## config.mk

```make
export PLATFORM = sky130hd
export DESIGN_NAME = turret_angle_ctrl
export DESIGN_NICKNAME = d
export VERILOG_FILES = /design/src/rtl/turret_angle_ctrl.sv
export SDC_FILE = /design/constraint.sdc
export NUM_CORES = 1
export LEC_CHECK = 0
export BUFFER_PORTS_ARGS = -buffer_cell sky130_fd_sc_hd__buf_4
export CAP_MARGIN = 40
export CORE_MARGIN = 2
export CORE_UTILIZATION = 44
export DETAILED_ROUTE_END_ITERATION = 10
export PLACE_DENSITY = 0.84
export SKIP_LAST_GASP = 1
export SLEW_MARGIN = 15
export SYNTH_ARGS = -nofsm -noshare
export SYNTH_HDL_FRONTEND = slang
export SYNTH_SLANG_ARGS = --single-unit
```

## constraint.sdc

```tcl
create_clock -name clk2 -period 2.6 [get_ports clk2]
set_input_delay 0.26 -clock clk2 [delete_from_list [all_inputs] [get_ports clk2]]
set_output_delay 0.26 -clock clk2 [all_outputs]
set_load 0.02 [all_outputs]
```

## src/rtl/turret_angle_ctrl.sv

```systemverilog
// Turret aim controller: steps an aim index from keycode press edges and registers the per-angle table outputs.
// Optional hold-to-repeat is built when TURRET_AUTOREPEAT_EN is defined.
module turret_angle_ctrl #(
  parameter int NUM_ANGLES   = 9,
  parameter int HOME_IDX     = 4,
  parameter int COORD_W      = 10,
  parameter logic [7:0] KEY_CW  = 8'h51,
  parameter logic [7:0] KEY_CCW = 8'h52,
  parameter int REPEAT_DELAY = 30,
  parameter int REPEAT_RATE  = 8,
  parameter logic [NUM_ANGLES*COORD_W-1:0] MX_TBL = {10'h000, 10'h3FF, 10'h3FF, 10'h3FE, 10'h3FF,
                                                      10'h3FE, 10'h3FF, 10'h3FF, 10'h000},
  parameter logic [NUM_ANGLES*COORD_W-1:0] MY_TBL = {10'h001, 10'h002, 10'h001, 10'h001, 10'h000,
                                                      10'h3FF, 10'h3FF, 10'h3FE, 10'h3FF},
  parameter logic [NUM_ANGLES*COORD_W-1:0] SX_TBL = {10'd545, 10'd516, 10'd514, 10'd513, 10'd510,
                                                      10'd535, 10'd550, 10'd549, 10'd558},
  parameter logic [NUM_ANGLES*COORD_W-1:0] SY_TBL = {10'd458, 10'd455, 10'd453, 10'd448, 10'd420,
                                                      10'd410, 10'd415, 10'd414, 10'd422}
) (
  input  logic                          clk2,
  input  logic                          Reset,
  input  logic [7:0]                    keycode,
  input  logic                          step_en,
  output logic [$clog2(NUM_ANGLES)-1:0] angle_idx,
  output logic [NUM_ANGLES-1:0]         angle_onehot,
  output logic [COORD_W-1:0]            motion_x,
  output logic [COORD_W-1:0]            motion_y,
  output logic [COORD_W-1:0]            spawn_x,
  output logic [COORD_W-1:0]            spawn_y,
  output logic                          at_min,
  output logic                          at_max
);
  localparam int IDX_W = $clog2(NUM_ANGLES);
  localparam logic [IDX_W-1:0] HOME    = IDX_W'(HOME_IDX);
  localparam logic [IDX_W-1:0] IDX_MAX = IDX_W'(NUM_ANGLES - 1);

  if (HOME_IDX >= NUM_ANGLES) begin : g_bad_home
    $error("turret_angle_ctrl: HOME_IDX must be below NUM_ANGLES");
  end

  function automatic logic [COORD_W-1:0] tbl_at(input logic [NUM_ANGLES*COORD_W-1:0] tbl,
                                                 input logic [IDX_W-1:0] i);
    return tbl[i*COORD_W +: COORD_W];
  endfunction

`ifdef TURRET_AUTOREPEAT_EN
  typedef enum logic [1:0] {S_IDLE, S_HELD_DELAY, S_HELD_REPEAT} state_t;
  localparam int MAX_CNT = (REPEAT_DELAY > REPEAT_RATE) ? REPEAT_DELAY : REPEAT_RATE;
  localparam int CNT_W   = $clog2(MAX_CNT + 1);
  logic [CNT_W-1:0] cnt_q, cnt_d, cnt_inc;
`else
  typedef enum logic [1:0] {S_IDLE, S_HELD} state_t;
  logic unused_step_en;
  assign unused_step_en = step_en;
`endif

  state_t                state_q, state_d;
  logic [7:0]            key_prev_q;
  logic [IDX_W-1:0]      idx_q, idx_d;
  logic [NUM_ANGLES-1:0] onehot_q, onehot_d;
  logic [COORD_W-1:0]    mx_q, my_q, sx_q, sy_q;
  logic                  at_min_q, at_max_q;
  logic                  is_dir, press, step;

  always_comb begin
    is_dir  = (keycode == KEY_CW) || (keycode == KEY_CCW);
    press   = is_dir && (keycode != key_prev_q);
    step    = 1'b0;
    state_d = state_q;
`ifdef TURRET_AUTOREPEAT_EN
    cnt_d   = cnt_q;
    cnt_inc = cnt_q + 1'b1;
`endif
    if (state_q == S_IDLE) begin
      if (press) begin
        step = 1'b1;
`ifdef TURRET_AUTOREPEAT_EN
        state_d = S_HELD_DELAY;
        cnt_d   = '0;
`else
        state_d = S_HELD;
`endif
      end
    end else if (keycode != key_prev_q) begin
      // A switch straight to the other direction key is a fresh press.
      step = press;
`ifdef TURRET_AUTOREPEAT_EN
      cnt_d   = '0;
      state_d = press ? S_HELD_DELAY : S_IDLE;
`else
      state_d = press ? S_HELD : S_IDLE;
`endif
    end
`ifdef TURRET_AUTOREPEAT_EN
    else if (step_en) begin
      cnt_d = cnt_inc;
      if ((state_q == S_HELD_DELAY && cnt_inc == CNT_W'(REPEAT_DELAY)) ||
          (state_q == S_HELD_REPEAT && cnt_inc == CNT_W'(REPEAT_RATE))) begin
        step    = 1'b1;
        cnt_d   = '0;
        state_d = S_HELD_REPEAT;
      end
    end
`endif

    // Steps saturate at the end-stops rather than wrapping.
    idx_d = idx_q;
    if (step) begin
      if (keycode == KEY_CW) begin
        if (idx_q != IDX_MAX) idx_d = idx_q + 1'b1;
      end else if (idx_q != '0) begin
        idx_d = idx_q - 1'b1;
      end
    end
    onehot_d        = '0;
    onehot_d[idx_d] = 1'b1;
  end

  always_ff @(posedge clk2) begin
    key_prev_q <= keycode;
    if (!Reset) begin
      state_q  <= S_IDLE;
      idx_q    <= HOME;
      onehot_q <= NUM_ANGLES'(1) << HOME_IDX;
      mx_q     <= tbl_at(MX_TBL, HOME);
      my_q     <= tbl_at(MY_TBL, HOME);
      sx_q     <= tbl_at(SX_TBL, HOME);
      sy_q     <= tbl_at(SY_TBL, HOME);
      at_min_q <= (HOME == '0);
      at_max_q <= (HOME == IDX_MAX);
`ifdef TURRET_AUTOREPEAT_EN
      cnt_q    <= '0;
`endif
    end else begin
      state_q  <= state_d;
      idx_q    <= idx_d;
      onehot_q <= onehot_d;
      mx_q     <= tbl_at(MX_TBL, idx_d);
      my_q     <= tbl_at(MY_TBL, idx_d);
      sx_q     <= tbl_at(SX_TBL, idx_d);
      sy_q     <= tbl_at(SY_TBL, idx_d);
      at_min_q <= (idx_d == '0);
      at_max_q <= (idx_d == IDX_MAX);
`ifdef TURRET_AUTOREPEAT_EN
      cnt_q    <= cnt_d;
`endif
    end
  end

  assign angle_idx    = idx_q;
  assign angle_onehot = onehot_q;
  assign motion_x     = mx_q;
  assign motion_y     = my_q;
  assign spawn_x      = sx_q;
  assign spawn_y      = sy_q;
  assign at_min       = at_min_q;
  assign at_max       = at_max_q;
endmodule

```

After elaboration in Yosys (flattened, before gate mapping)
Cells that the tools add are included.

Word-level logic and storage cells: 46. Bits in latches: 0. Bits in read-only memories: 0. Bits in writable memories: 0. Bits in registers: 65. Memories: 0.

Bitwise operators: 0. Div/mod/pow operators: 0. Multipliers: 1. Shift-type cells: 4. Add/sub/neg operators: 2. Reduce and logical (&&, ||, !) cells: 8. Equal/unequal tests: 6. Muxes and demuxes: 13. Magnitude comparators: 2.

Operator list (number): 90-bit by 9-bit indexed part select with 10-bit output, first input constant (4); 8-bit by 7-bit == test with 1-bit output, second input constant (2); 4-bit two-way mux (4); 8-bit inequality test (1); 4-bit by 3-bit multiplier with 7-bit output, second input constant (1); 2-bit two-way mux (3); 4-bit by 5-bit < comparator with 1-bit output, second input constant (1); 1-bit two-way mux (5); 4-bit by 1-bit adder with 4-bit output, second input constant (1); 1-bit demux with 4-bit select (1); 4-bit == test, second input constant (1); 4-bit by 1-bit greater-or-equal comparator with 1-bit output, second input constant (1); 4-bit zero test (1); 4-bit inequality test, second input constant (1); 4-bit nonzero test (1); 4-bit by 1-bit subtractor with 4-bit output, second input constant (1); 1-bit logical AND (2); 2-bit zero test (1); 2-bit inequality test, second input constant (1); 2-bit AND reduction (1); 2-bit nonzero test (1); 1-bit logical OR (1).

Logic depth before layout (Yosys ltp)
Depth after elaboration: 10. Mapped depth: 12.

Worst setup path before layout
OpenSTA, ideal clock, no wires.

Path type: in2reg. Start: input keycode[5]. End: register sx_q[0] (netlist: spawn_x[0]). Setup slack: -0.051 ns. Arrival time: 2.537 ns. Cell stages on the path: 10. Setup time: 0.115 ns. Buffers on the path: 0. Cell sequence: or4b_4 nor3_4 xnor2_1 a31oi_1 xnor2_1 inv_1 ha_1 a21oi_1 a211oi_1 o21a_1.

Word-level cells in the longest chain between the ends: 8. Elaborated cells on any way between the ends: 12. Those cells by class: mul (1); eq/ne (3); shift (1); mux (5); reduce/logical (2).

RTL lines: start: declaration (line 22) `input logic [7:0] keycode,`; 8-bit by 7-bit == test with 1-bit output, on equally long branches (line 66, 109); 1-bit logical OR (line 66) `is_dir = (keycode == KEY_CW) || (keycode == KEY_CCW);`; 1-bit logical AND (line 67) `press = is_dir && (keycode != key_prev_q);`; 1-bit two-way mux, on equally long branches (line 84, 75); 1-bit two-way mux (line 74) `if (state_q == S_IDLE) begin`; 4-bit two-way mux * (line 108) `if (step) begin`; named net idx_d[0] (line 59) `logic [IDX_W-1:0] idx_q, idx_d;`; 4-bit by 3-bit multiplier with 7-bit output * (line 43) `return tbl[i*COORD_W +: COORD_W];`; 90-bit by 9-bit indexed part select with 10-bit output * (line 43); end signal: assignment (line 127) `sx_q <= tbl_at(SX_TBL, HOME);`; end signal: assignment (line 140) `sx_q <= tbl_at(SX_TBL, idx_d);`; end: declaration (line 61) `logic [COORD_W-1:0] mx_q, my_q, sx_q, sy_q;`.

The timed path passes the listed nets; every way through them passes the cells marked *. A chain may end at the register's enable or synchronous reset.

Final worst setup path
Start: input keycode[5]. End: register my_q[0] (netlist: motion_y[0]).

Word-level cells in the longest chain between the ends: 8. Elaborated cells on any way between the ends: 12. Those cells by class: mul (1); eq/ne (3); shift (1); mux (5); reduce/logical (2).

RTL lines: 8-bit by 7-bit == test with 1-bit output, on equally long branches (line 66, 109); 1-bit logical OR (line 66); 1-bit logical AND (line 67); 1-bit two-way mux, on equally long branches (line 84, 75); 1-bit two-way mux (line 74); 4-bit two-way mux * (line 108); 4-bit by 3-bit multiplier with 7-bit output * (line 43); 90-bit by 9-bit indexed part select with 10-bit output * (line 43); end signal: assignment (line 126) `my_q <= tbl_at(MY_TBL, HOME);`; end signal: assignment (line 139) `my_q <= tbl_at(MY_TBL, idx_d);`; end: declaration (line 61).

Mark *: on every way between the ends. The rest lies on a longest branch, timed or not.

==> qor.csv <==
stage;metric;value;unit
status;outcome;complete, no violations;
setup_path;max incr delay on CP;0.56;ns
clocking;clock sinks;41;
pwr;Leak;0.00110;uW
detailed_routing;Initial DRT Pass Iterations;4;
place;I/O Buffers;63;
yosys;top-count cell post-synth;dfxtp_1;
floorplanning;Chip Width;69.9;um
floorplanning;Initial Utilization;46.7;%
grt;GRT Util Overall;16.7;%
clocking;total setup buffers inserted after CTS;0;
sta;Slew Limit Fails;0;
clocking;CTS tree;yes;
detailed_routing;Via Count;1511;
floorplanning;Die ar.;4880;um2
place;Post-DP HPWL;2990;um
grt;total gr overflow;0;
pwr;total power;1220;uW
detailed_routing;Vias/cell;5.04;
setup_path;WS Path Type;in2reg;
pwr;Pwr Density;494;nW/um2
grt;initial antenna violation count;0;
clocking;TritonCTS Buffers;5;
setup_path;slowest library cell on the worst path;or4b_4;
final_layout;final instance area;2460;um2
yosys;Net Count, Synth;213;
place;routability cong.;0.866;
sta;Sum Neg Setup Slack;0;ns
final_layout;Area Growth Syn to Fin;29.0;%
sta;Slew headroom;46.9;%
clocking;Worst-path clk slew;0.07;ns
detailed_routing;final WL;3990;um
setup_path;CP startpoint kind;input pin;
yosys;Mapped Cells;193;
clocking;root buffer selected by CTS;clkbuf_8;
clocking;Clock Latency Late Sink;0.29;ns
yosys;Yosys top cell area share;43.0;%
yosys;synthesized area;1910;um2
sta;final cycle utilization of the critical path;94.3;%
yosys;asr flop ratio synth;0;%
final_layout;# fillers;357;
final_layout;diode count;0;
clocking;cts hold-fix bufs;0;
place;Placed Area;2360;um2
yosys;mean post-synth cell area;9.89;um2
detailed_routing;post-route DRC violation count;0;
hold_path;worst min path class;in2reg;
floorplanning;Ports;66;
sta;Max Fclk;0.408;GHz
yosys;Unique masters post-synth;42;
detailed_routing;initial drt markers;63;
grt;vias in the first global route;1449;
setup_path;Critical Path RT;2.84;ns
yosys;Synth warnings;0;
floorplanning;die span in y;69.9;um
job;max cap viols;0;
grt;first-pass GRT wire length;6670;um
grt;largest net degree at the start of global routing;19;
clocking;CTS max path bufs;2;
sta;hold violation count in the final report;0;
sta;minimum period implied by the final worst setup slack;2.45;ns
yosys;top post-synthesis cells by area;dfxtp_1 (43%), buf_4 (9.0%), xnor2_1 (6.0%), ha_1 (5.9%), o21ai_0 (2.4%);
clocking;CTS H-Tree Depth;2;
sta;Hold Slack;0.105;ns
yosys;prevailing post-synth register cell;dfxtp_1;
setup_path;setup slack, reg-to-reg;0.15;ns
yosys;most frequent cells after synthesis;dfxtp_1 (41), buf_4 (23), xnor2_1 (13), nor2_1 (12), nand2_1 (10);
sta;Layout Skew;0.00866;ns
floorplanning;Core ar.;4090;um2
detailed_routing;antenna viol nets, final;0;
sta;Setup-failing EPs final;0;
detailed_routing;WL per Instance;13.3;um
clocking;post_cts resized;0;
setup_path;WP data arrival;2.69;ns
setup_path;crit-path max FO;9;
pwr;Max rail drop VDD;0.337;mV
final_layout;Nets;270;
setup_path;CP endpoint kind;register;
sta;actual slew at the worst max-slew pin;0.792;ns
floorplanning;Placement Rows;23;
yosys;#FFs+latches synth;41;
sta;RSZ-0062 raised after global routing;no;
yosys;largest area contributor in the netlist;dfxtp_1;
yosys;register area share after synthesis;43.0;%
yosys;EDFF count, synth;0;
final_layout;layout cells sized above 1;40.0;%
setup_path;CP Cell Sequence;buf_4 > or4b_4 > nor3_4 > buf_12 > xnor2_1 > a31oi_1 > xnor2_2 > ha_1 > nand3_1 > a21oi_1 > o21a_1;
worst paths after layout:
kind,cells past startpoint,endpoint,from
min,1,key_prev_q[4]$_DFF_P_,keycode[4]
max reg2reg,12,spawn_x[0]$_SDFF_PN0_,angle_idx[0]$_SDFF_PN0_
max,11,motion_y[0]$_SDFF_PN0_,keycode[5]
min reg2reg,3,angle_idx[0]$_SDFF_PN0_,angle_idx[0]$_SDFF_PN0_
routing by layer:
metal  share of wire, %  wire length [um]  track usage, %  up-vias
li1                   -                 -               -      749
met1                 43              1710            20.3      705
met2                 49              1960            28.4       49
met3                6.1               245            4.76        8
met4                1.8                70            5.56        0
met5                  0                 0               0        -
metrics by stage:
step	std cells	util [%]	setup slack, ns
final	300	60.3	0.148
after global routing	300	60.3	0.0148
after CTS	300	60.3	0.154
after detailed placement	293	57.7	-0.143
after global placement	293	57.7	-0.0593
after floorplan	193	-	0.0209
power by group:
part           internal, uW  switching [uW]  total [uW]
registers               639            5.22         645
clock network           279             199         478
logic                  45.6            49.5        95.1
cells by family (layout without fill, tap and decap cells):
family,count (synthesis),after routing,share of synthesized area [%]
AOI/OAI and AO/OA,36,36,13.6
xor gates and xnor gates,13,13,5.96
adders and majority gates,9,9,5.90
buffers and inverters,36,93,12.8
DFF,41,41,43.0
muxes,3,3,1.57
other,1,1,0.196
and+or+nand+nor,54,54,17.0
state kept, by name (all words and copies together), names as in the netlist:
| signal | flops |
|---|---|
| motion_y | 3 |
| angle_idx | 4 |
| spawn_x | 8 |
| spawn_y | 7 |
| angle_onehot | 9 |
| key_prev_q | 8 |
| motion_x | 2 |
worst max-delay path: cells and delay by family:
kind	cells	cell delay, ns
AND/OR/NAND/NOR	3	1.01
adder cells (fa/ha/maj)	1	0.26
AO/OA/AOI/OAI	3	0.65
buffers and inverters	2	0.25
XOR/XNOR	2	0.24
final cells by class:
| type | instances | area, um2 | area share [%] |
|---|---|---|---|
| well taps | 50 | 62.6 | 2.54 |
| inverters | 9 | 33.8 | 1.37 |
| flip-flops and latches | 41 | 821 | 33.3 |
| clock inverters | 2 | 35.0 | 1.42 |
| repair buffers | 77 | 591 | 24.0 |
| multi-input cells | 116 | 852 | 34.6 |
| clock buffers | 5 | 68.8 | 2.79 |
cell usage in the layout, fill, tap and decap left out, types with 2 or more instances in the layout:
master / instances
xnor2_1: 12
o31a_2: 2
nand3_1: 2
a21oi_1: 8
o31ai_1: 2
or2b_2: 2
nand2_1: 10
o21a_1: 3
nand4_1: 2
clkbuf_8: 5
nor3_2: 2
nor2_1: 12
buf_4: 76
dfxtp_1: 41
nor3_1: 5
mux2i_1: 3
inv_1: 9
o21ai_0: 9
ha_1: 9
nor3b_1: 2
and2_1: 6
and3_1: 3
o221ai_1: 2
o21ai_2: 2
Power figures use the tool's default switching activity.
